==> src/rtl/max_pool_engine.sv <==
// max_pool_engine: 2x2, stride-2 signed max-pooling from conv RAM into pool RAM.
// Build macro POOL_RELU_EN: when defined, negative window maxima are written as 0.
module max_pool_engine #(
  parameter int DATA_W    = 16,
  parameter int ADDR_BITS = 16,
  parameter int IMG_W     = 256,
  parameter int IMG_H     = 256
) (
  input  logic                 clk,
  input  logic                 rst,
  input  logic                 start,
  input  logic [DATA_W-1:0]    conv_rdata,
  output logic [ADDR_BITS-1:0] RAM_CONV_A,
  output logic                 RAM_CONV_OE,
  output logic [ADDR_BITS-1:0] RAM_POOL_A,
  output logic                 RAM_POOL_WE,
  output logic [DATA_W-1:0]    pool_wdata,
  output logic                 busy,
  output logic                 done
);

  // state  | meaning
  // IDLE   | waiting for start, all enables low
  // R0..R3 | read TL, TR, BL, BR of the current window
  // LAST   | BR word arrives, no read issued
  // WR     | write window max to pool RAM
  // FIN    | one-cycle done pulse
  typedef enum logic [2:0] {
    S_IDLE, S_R0, S_R1, S_R2, S_R3, S_LAST, S_WR, S_FIN
  } state_t;

  localparam logic [ADDR_BITS-1:0] IMG_W_A  = ADDR_BITS'(IMG_W);
  localparam logic [ADDR_BITS-1:0] HALF_W_A = ADDR_BITS'(IMG_W / 2);
  localparam logic [ADDR_BITS-1:0] LAST_I   = ADDR_BITS'(IMG_H / 2 - 1);
  localparam logic [ADDR_BITS-1:0] LAST_J   = ADDR_BITS'(IMG_W / 2 - 1);

  state_t state, state_nxt;
  logic [ADDR_BITS-1:0] row_i, row_i_nxt, col_j, col_j_nxt;
  logic signed [DATA_W-1:0] max_q, max_nxt, rdata_s, word_max;

  logic [ADDR_BITS-1:0] tl_addr, pool_addr;
  logic [ADDR_BITS-1:0] conv_a_nxt, pool_a_nxt;
  logic                 oe_nxt, we_nxt, busy_nxt, done_nxt;
  logic [DATA_W-1:0]    wdata_nxt;

  assign rdata_s  = $signed(conv_rdata);
  assign word_max = (rdata_s > max_q) ? rdata_s : max_q;

  // Outputs are registered, so addresses are derived from the next window indices.
  assign tl_addr   = ((row_i_nxt << 1) * IMG_W_A) + (col_j_nxt << 1);
  assign pool_addr = (row_i_nxt * HALF_W_A) + col_j_nxt;

  always_comb begin
    state_nxt = state;
    row_i_nxt = row_i;
    col_j_nxt = col_j;
    max_nxt   = max_q;
    case (state)
      S_IDLE: begin
        if (start) begin
          state_nxt = S_R0;
          row_i_nxt = '0;
          col_j_nxt = '0;
        end
      end
      S_R0: state_nxt = S_R1;
      S_R1: begin
        state_nxt = S_R2;
        max_nxt   = rdata_s;
      end
      S_R2: begin
        state_nxt = S_R3;
        max_nxt   = word_max;
      end
      S_R3: begin
        state_nxt = S_LAST;
        max_nxt   = word_max;
      end
      S_LAST: begin
        state_nxt = S_WR;
        max_nxt   = word_max;
      end
      S_WR: begin
        if (row_i == LAST_I && col_j == LAST_J) begin
          state_nxt = S_FIN;
        end else begin
          state_nxt = S_R0;
          if (col_j == LAST_J) begin
            col_j_nxt = '0;
            row_i_nxt = row_i + 1'b1;
          end else begin
            col_j_nxt = col_j + 1'b1;
          end
        end
      end
      S_FIN:   state_nxt = S_IDLE;
      default: state_nxt = S_IDLE;
    endcase
  end

  always_comb begin
    conv_a_nxt = '0;
    oe_nxt     = 1'b0;
    pool_a_nxt = '0;
    we_nxt     = 1'b0;
    wdata_nxt  = '0;
    busy_nxt   = 1'b0;
    done_nxt   = 1'b0;
    case (state_nxt)
      S_R0: begin
        oe_nxt = 1'b1; busy_nxt = 1'b1; conv_a_nxt = tl_addr;
      end
      S_R1: begin
        oe_nxt = 1'b1; busy_nxt = 1'b1; conv_a_nxt = tl_addr + 1'b1;
      end
      S_R2: begin
        oe_nxt = 1'b1; busy_nxt = 1'b1; conv_a_nxt = tl_addr + IMG_W_A;
      end
      S_R3: begin
        oe_nxt = 1'b1; busy_nxt = 1'b1; conv_a_nxt = tl_addr + IMG_W_A + 1'b1;
      end
      S_LAST: busy_nxt = 1'b1;
      S_WR: begin
        we_nxt     = 1'b1;
        busy_nxt   = 1'b1;
        pool_a_nxt = pool_addr;
`ifdef POOL_RELU_EN
        wdata_nxt  = max_nxt[DATA_W-1] ? '0 : max_nxt;
`else
        wdata_nxt  = max_nxt;
`endif
      end
      S_FIN:   done_nxt = 1'b1;
      default: ;
    endcase
  end

  always_ff @(posedge clk) begin
    if (rst) begin
      state       <= S_IDLE;
      row_i       <= '0;
      col_j       <= '0;
      max_q       <= '0;
      RAM_CONV_A  <= '0;
      RAM_CONV_OE <= 1'b0;
      RAM_POOL_A  <= '0;
      RAM_POOL_WE <= 1'b0;
      pool_wdata  <= '0;
      busy        <= 1'b0;
      done        <= 1'b0;
    end else begin
      state       <= state_nxt;
      row_i       <= row_i_nxt;
      col_j       <= col_j_nxt;
      max_q       <= max_nxt;
      RAM_CONV_A  <= conv_a_nxt;
      RAM_CONV_OE <= oe_nxt;
      RAM_POOL_A  <= pool_a_nxt;
      RAM_POOL_WE <= we_nxt;
      pool_wdata  <= wdata_nxt;
      busy        <= busy_nxt;
      done        <= done_nxt;
    end
  end

endmodule

==> config.mk <==
export PLATFORM = sky130hd
export DESIGN_NAME = max_pool_engine
export DESIGN_NICKNAME = d
export VERILOG_FILES = /design/src/rtl/max_pool_engine.sv
export SDC_FILE = /design/constraint.sdc
export NUM_CORES = 1
export LEC_CHECK = 0
export CAP_MARGIN = 20
export CORE_MARGIN = 4
export CORE_UTILIZATION = 30
export DETAILED_ROUTE_END_ITERATION = 10
export HOLD_SLACK_MARGIN = 0.1
export PLACE_DENSITY = 0.46
export SLEW_MARGIN = 30
export SYNTH_ARGS = -nofsm -noshare
export SYNTH_HDL_FRONTEND = slang
export SYNTH_SLANG_ARGS = --single-unit
==> constraint.sdc <==
create_clock -name clk -period 4.1 [get_ports clk]
set_input_delay 0.41 -clock clk [delete_from_list [all_inputs] [get_ports clk]]
set_output_delay 0.41 -clock clk [all_outputs]
set_load 0.01 [all_outputs]
* Word level (Yosys, flattened, before mapping) *
Cells that the tools add are included.

storage, ports and cells
  register bits = 103
  input bits = 19
  output and inout port bits = 52
  word-level logic and storage cells = 66

cells by class
  magnitude comparators = 1
  equality and inequality tests = 19
  mux-type cells = 18
  $add $sub $neg = 7
  reductions and logical operators = 8
  bitwise logic cells = 1

operators by type and width
  operator               count
  $mux 16                7
  $pmux 16 s2            3
  $add 16x1->16 const B  4
  $pmux 16 s4            1
  $add 16x16->16         2
  $eq 16x7->1 const B    2
  $eq 3x3->1 const B     8
  $pmux 3 s8             1
  $add 16x9->16 const B  1
  $gt 16x16->1           1
  $eq 3x2->1 const B     4
  $eq 3x1->1 const B     2
  $mux 3                 2
  $ne 2x2->1 const B     3
  $reduce_or 6->1        1
  $mux 1                 4
  $reduce_and 4->1       1
  $reduce_or 4->1        1
  $logic_not 3->1        1
  $reduce_or 3->1        1
  $reduce_bool 2->1      1
  $reduce_or 2->1        1
  $logic_and 1x1->1      1
  $not 1->1              1

* Longest topological paths before layout *
  word-level depth = 8
  depth in mapped cells = 18
  depth with buffers taken out = 17

* Least setup slack after synthesis *
Ideal clock, no wire load.

  kind = register -> register
  from = register row_i[1]
  to = register RAM_CONV_A[15]
  required time = 3978 ps
  clock period less this slack = 3696 ps
  library setup time = 122 ps
  cell stages (with the launch flop) = 17
  arrival = 3574 ps
  path buffers = 2
  path slack = 404 ps
  path through = dfxtp_1 -> ha_1 -> and4bb_1 -> and4_2 -> o21ai_2 -> buf_2 -> clkbuf_1 -> nor2_1 -> a21oi_1 -> inv_1 -> ha_1 -> ha_1 -> a22o_1 -> a311oi_1 -> xnor2_1 -> and3_1 -> a221o_1

on the way
  word-level cells in the longest chain between the ends = 8
  elaborated cells between the ends (all ways) = 20
  those cells by class = add/sub: 5; eq/ne: 5; mux: 9; reduce/logical: 1

RTL lines
  element                 RTL line  RTL
  from (decl)             38        logic [ADDR_BITS-1:0] row_i, row_i_nxt, col_j, col_j_nxt;
  from (signal assigned)  153       row_i <= row_i_nxt;
  $eq 16x7->1 (*)         84        if (row_i == LAST_I && col_j == LAST_J) begin
  $logic_and 1x1->1 (*)   84
  $mux 16 (*)             84
  $pmux 16 s2 (*)         58        case (state)
  named net col_j_nxt[8]  38
  $add 16x16->16 (*)      50        assign tl_addr = ((row_i_nxt << 1) * IMG_W_A) + (col_j_nxt << 1);
  $add 16x9->16           117, 120
  $add 16x1->16           120       oe_nxt = 1'b1; busy_nxt = 1'b1; conv_a_nxt = tl_addr + IMG_W_A + 1'b1;
  $pmux 16 s4 (*)         109       case (state_nxt)
  to (signal assigned)    156       RAM_CONV_A <= conv_a_nxt;
  to (decl)               13        output logic [ADDR_BITS-1:0] RAM_CONV_A,

The timed path passes the listed nets; every way through them passes the cells marked *. The select of a mux whose other input is x is not followed.
A chain may end at the register's enable or synchronous reset.

* Worst setup path in the final report *
  from = register col_j[0]
  to = register RAM_CONV_A[15]

on the way
  word-level cells in the longest chain between the ends = 8
  elaborated cells between the ends (all ways) = 21
  those cells by class = add/sub: 5; eq/ne: 5; mux: 10; reduce/logical: 1

RTL lines
  element                                              RTL line  RTL
  from (decl)                                          38
  from (signal assigned)                               154       col_j <= col_j_nxt;
  $eq 16x7->1 (*)                                      84, 88
  $mux 16 / $logic_and 1x1->1 (equally long branches)  88, 84
  $mux 16 (*)                                          84
  $pmux 16 s2 (*)                                      58
  named net row_i_nxt[3]                               38
  $add 16x16->16 (*)                                   50
  $add 16x9->16                                        117, 120
  $add 16x1->16                                        120
  $pmux 16 s4 (*)                                      109

Marked as above.

==> results.toml <==
[timing]
setup_viol = 0
post-route-min-period_ps = 3847
fin_skew_ps = 6.899
finalCritPeriodShare = 0.9384
worstMarginPinSlew_ps = 867.0
slew_headroom = 0.4171
report.final.hold_viol_count = 0
fmax_mhz = 259.9
final_max_slew_viol_count = 0
rsz0062_at_grt = "no"
setup-tns-final_ps = 0

[die]
core_area_um2 = 17360
fp-row-count = 48
initial_utilization = 0.3071
dieArea_um2 = 19960
dieWidth_um = 141.3
die_h_um = 141.3
io_pins = 71

[clocking]
cts_hold_buffers = 0
cts_buffer_depth = 2
clock_sinks = 103
cts_tree = "built"
insertion_delay_ps = 350
cts_max_level = 3
numCtsBuffers = 9
path_clk_slew_ps = 70
cts-root-buf = "clkbuf_16"

[finish]
final_util = 0.3834
final_cell_mix = "103 x dfxtp_1, 69 x clkdlybuf4s50_1, 68 x nor2_1"
drive_gt1_frac = 0.09760
diodes = 0
final_common_cell = "dfxtp_1"
syn_to_final_growth_pct = 24.84
nets = 754

[routing]
dr.pass1.iters = 5
ant_nets = 0
vias_per_cell = 5.099
vias = 4752
wl_um = 15390
drc = 0
wire_per_inst_um = 16.51
initialDrtViolationCount = 232

[global_route]
grt_max_degree = 36
gr-usage-all-layers = 0.1581
grt_pass1_vias = 4814
grt_pass1_wl_um = 25300
grt_overflow = 0
grt_antenna_before_repair = 0

[worst_setup_path]
crit_fanout = 8
worstSetupEndpointType = "flop"
reg2reg_to = "RAM_CONV_A[15]$_SDFF_PP0_"
worstSetupStartpointType = "flop"
r2r_slack_ps = 250
path_class = "flop to flop"
crit_start = "col_j[0]$_SDFF_PP0_"
crit_required_ps = 4350
r2r-start = "col_j[0]$_SDFF_PP0_"
cp_data_arrival_time_ps = 4090
r2r_cells = 12

[synth]
synth_area_um2 = 5330
synth_cells = 627
synth_xor_xnor_area_share = 0.04319
yosys.cell_types.count = 75
ys_ff_latch = 103
synth_fa_ha_area_frac = 0.08099
synth_top_family_by_area = "simple AND/OR/NAND/NOR gates"
ys_warn_count = 0
yosys.area_share.simple = 0.2547
syn-num-nets = 679
ys.flop_type = "dfxtp_1"
synth-compound-area-share = 0.1908
synth-seq-area-share = 0.3869
syn_avg_cell_area_um2 = 8.501
synthMuxAreaShare = 0.001878
synthArstFlopShare = 0
synth_edf_count = 0

[placed_design]
dp_hpwl_um = 11350
io_buffers = 70
place_congestion = 0.8303

[pwr]
vdd_drop_max_uv = 209.7
powerDensity_nw_per_um2 = 319.4
p_leak_nw = 2.412

[min_path]
min_path_cells = 2
hold_path_end = "max_q[12]$_SDFF_PP0_"
hold_path_startpoint = "max_q[12]$_SDFF_PP0_"
holdCritPathClass = "flop to flop"

[flow_run]
max-cap-violations = 0

[outcome]
run_status = "finished, final reports clean"
worst max-delay path by stage:
| stage | end |
|---|---|
| after floorplan | RAM_CONV_A[15]$_SDFF_PP0_ |
| after global placement | RAM_CONV_A[15]$_SDFF_PP0_ |
| after detailed placement | RAM_CONV_A[15]$_SDFF_PP0_ |
| after CTS | RAM_CONV_A[15]$_SDFF_PP0_ |
| after global routing | RAM_CONV_A[15]$_SDFF_PP0_ |
| final | RAM_CONV_A[15]$_SDFF_PP0_ |
area by class of cell:
cell class	count	area (um^2)
Clock buffer	10	239.0
Clock inverter	6	75.07
Fill cell	1751	10700
Inverter	27	101.3
Multi-Input combinational cell	474	3072
Sequential cell	103	2062
Tap cell	225	281.5
Timing Repair Buffer	87	823.3
metrics by stage:
stage,setup WS (ps),cells,total power [mW],hold WS (ps),cell area (um^2)
5_1_grt,12.08,932,2.224,523.2,6654
2_1_floorplan,404.2,627,1.163,468.3,5330
3_5_place_dp,47.60,913,1.235,481.5,6304
4_1_cts,76.85,929,2.161,491.4,6618
3_3_place_gp,112.0,913,1.232,474.8,6300
6_report,252.7,932,2.126,492.8,6654
sequential cells by signal (all words and copies together) (netlist names):
signal and flops:
RAM_CONV_A 16, RAM_POOL_A 16, col_j 16, max_q 16, pool_wdata 16, row_i 16
state 3, RAM_CONV_OE 1, RAM_POOL_WE 1, busy 1, done 1
layer usage:
layer / vias to the layer above / global-route usage / part of all wire
li1: 2388 / - / -
met1: 2224 / 0.2184 / 0.48
met2: 128 / 0.2491 / 0.46
met3: 12 / 0.03606 / 0.053
met4: 0 / 0.04284 / 0.012
met5: - / 0 / 0
cells by family (layout without fill, tap and decap cells):
| group | Yosys count | count (layout) |
|---|---|---|
| AO/OA/AOI/OAI | 163 | 164 |
| XOR/XNOR | 23 | 23 |
| adder cells (fa/ha/maj) | 34 | 34 |
| buffers and inverters | 51 | 130 |
| flip-flops | 103 | 103 |
| multiplexers | 1 | 1 |
| AND/OR/NAND/NOR | 252 | 252 |
worst max-delay path, stage by stage, from the launching register on:
cell      delay [ps]
dfxtp_1          380
ha_1             230
and4bb_1         290
and4_1           280
nand2_1          160
o41ai_1          530
ha_1             400
and2_1           220
a22o_1           210
a311oi_1         330
xnor2_1          190
and3_1           220
a221o_1          300
where the power goes:
group          internal (mW)  total, mW  switching (mW)  leakage, nW
clock                  0.500      0.913           0.413        0.152
sequential              1.02       1.03          0.0114        0.832
combinational         0.0728      0.185           0.112         1.43
total                   1.59       2.13           0.536         2.41
synthesized netlist by cell type (9+ instances only):
library cell,n,area share
dfxtp_1,103,0.39
nor2_1,68,0.048
a21oi_1,59,0.055
nand2_1,52,0.037
o21ai_0,43,0.040
ha_1,32,0.075
nand3_1,29,0.027
inv_1,26,0.018
nor3_1,20,0.019
nor2b_1,19,0.022
clkbuf_1,16,0.011
xnor2_1,12,0.020
nand4_1,9,0.011
xor2_1,9,0.015
what timing repair did:
| item | CTS | global route |
|---|---|---|
| buffers inserted | 0 | 2 |
| setup endpoints to repair | 0 | 4 |
| gates resized for setup | 0 | 2 |
(Power assumes the default switching activity.)
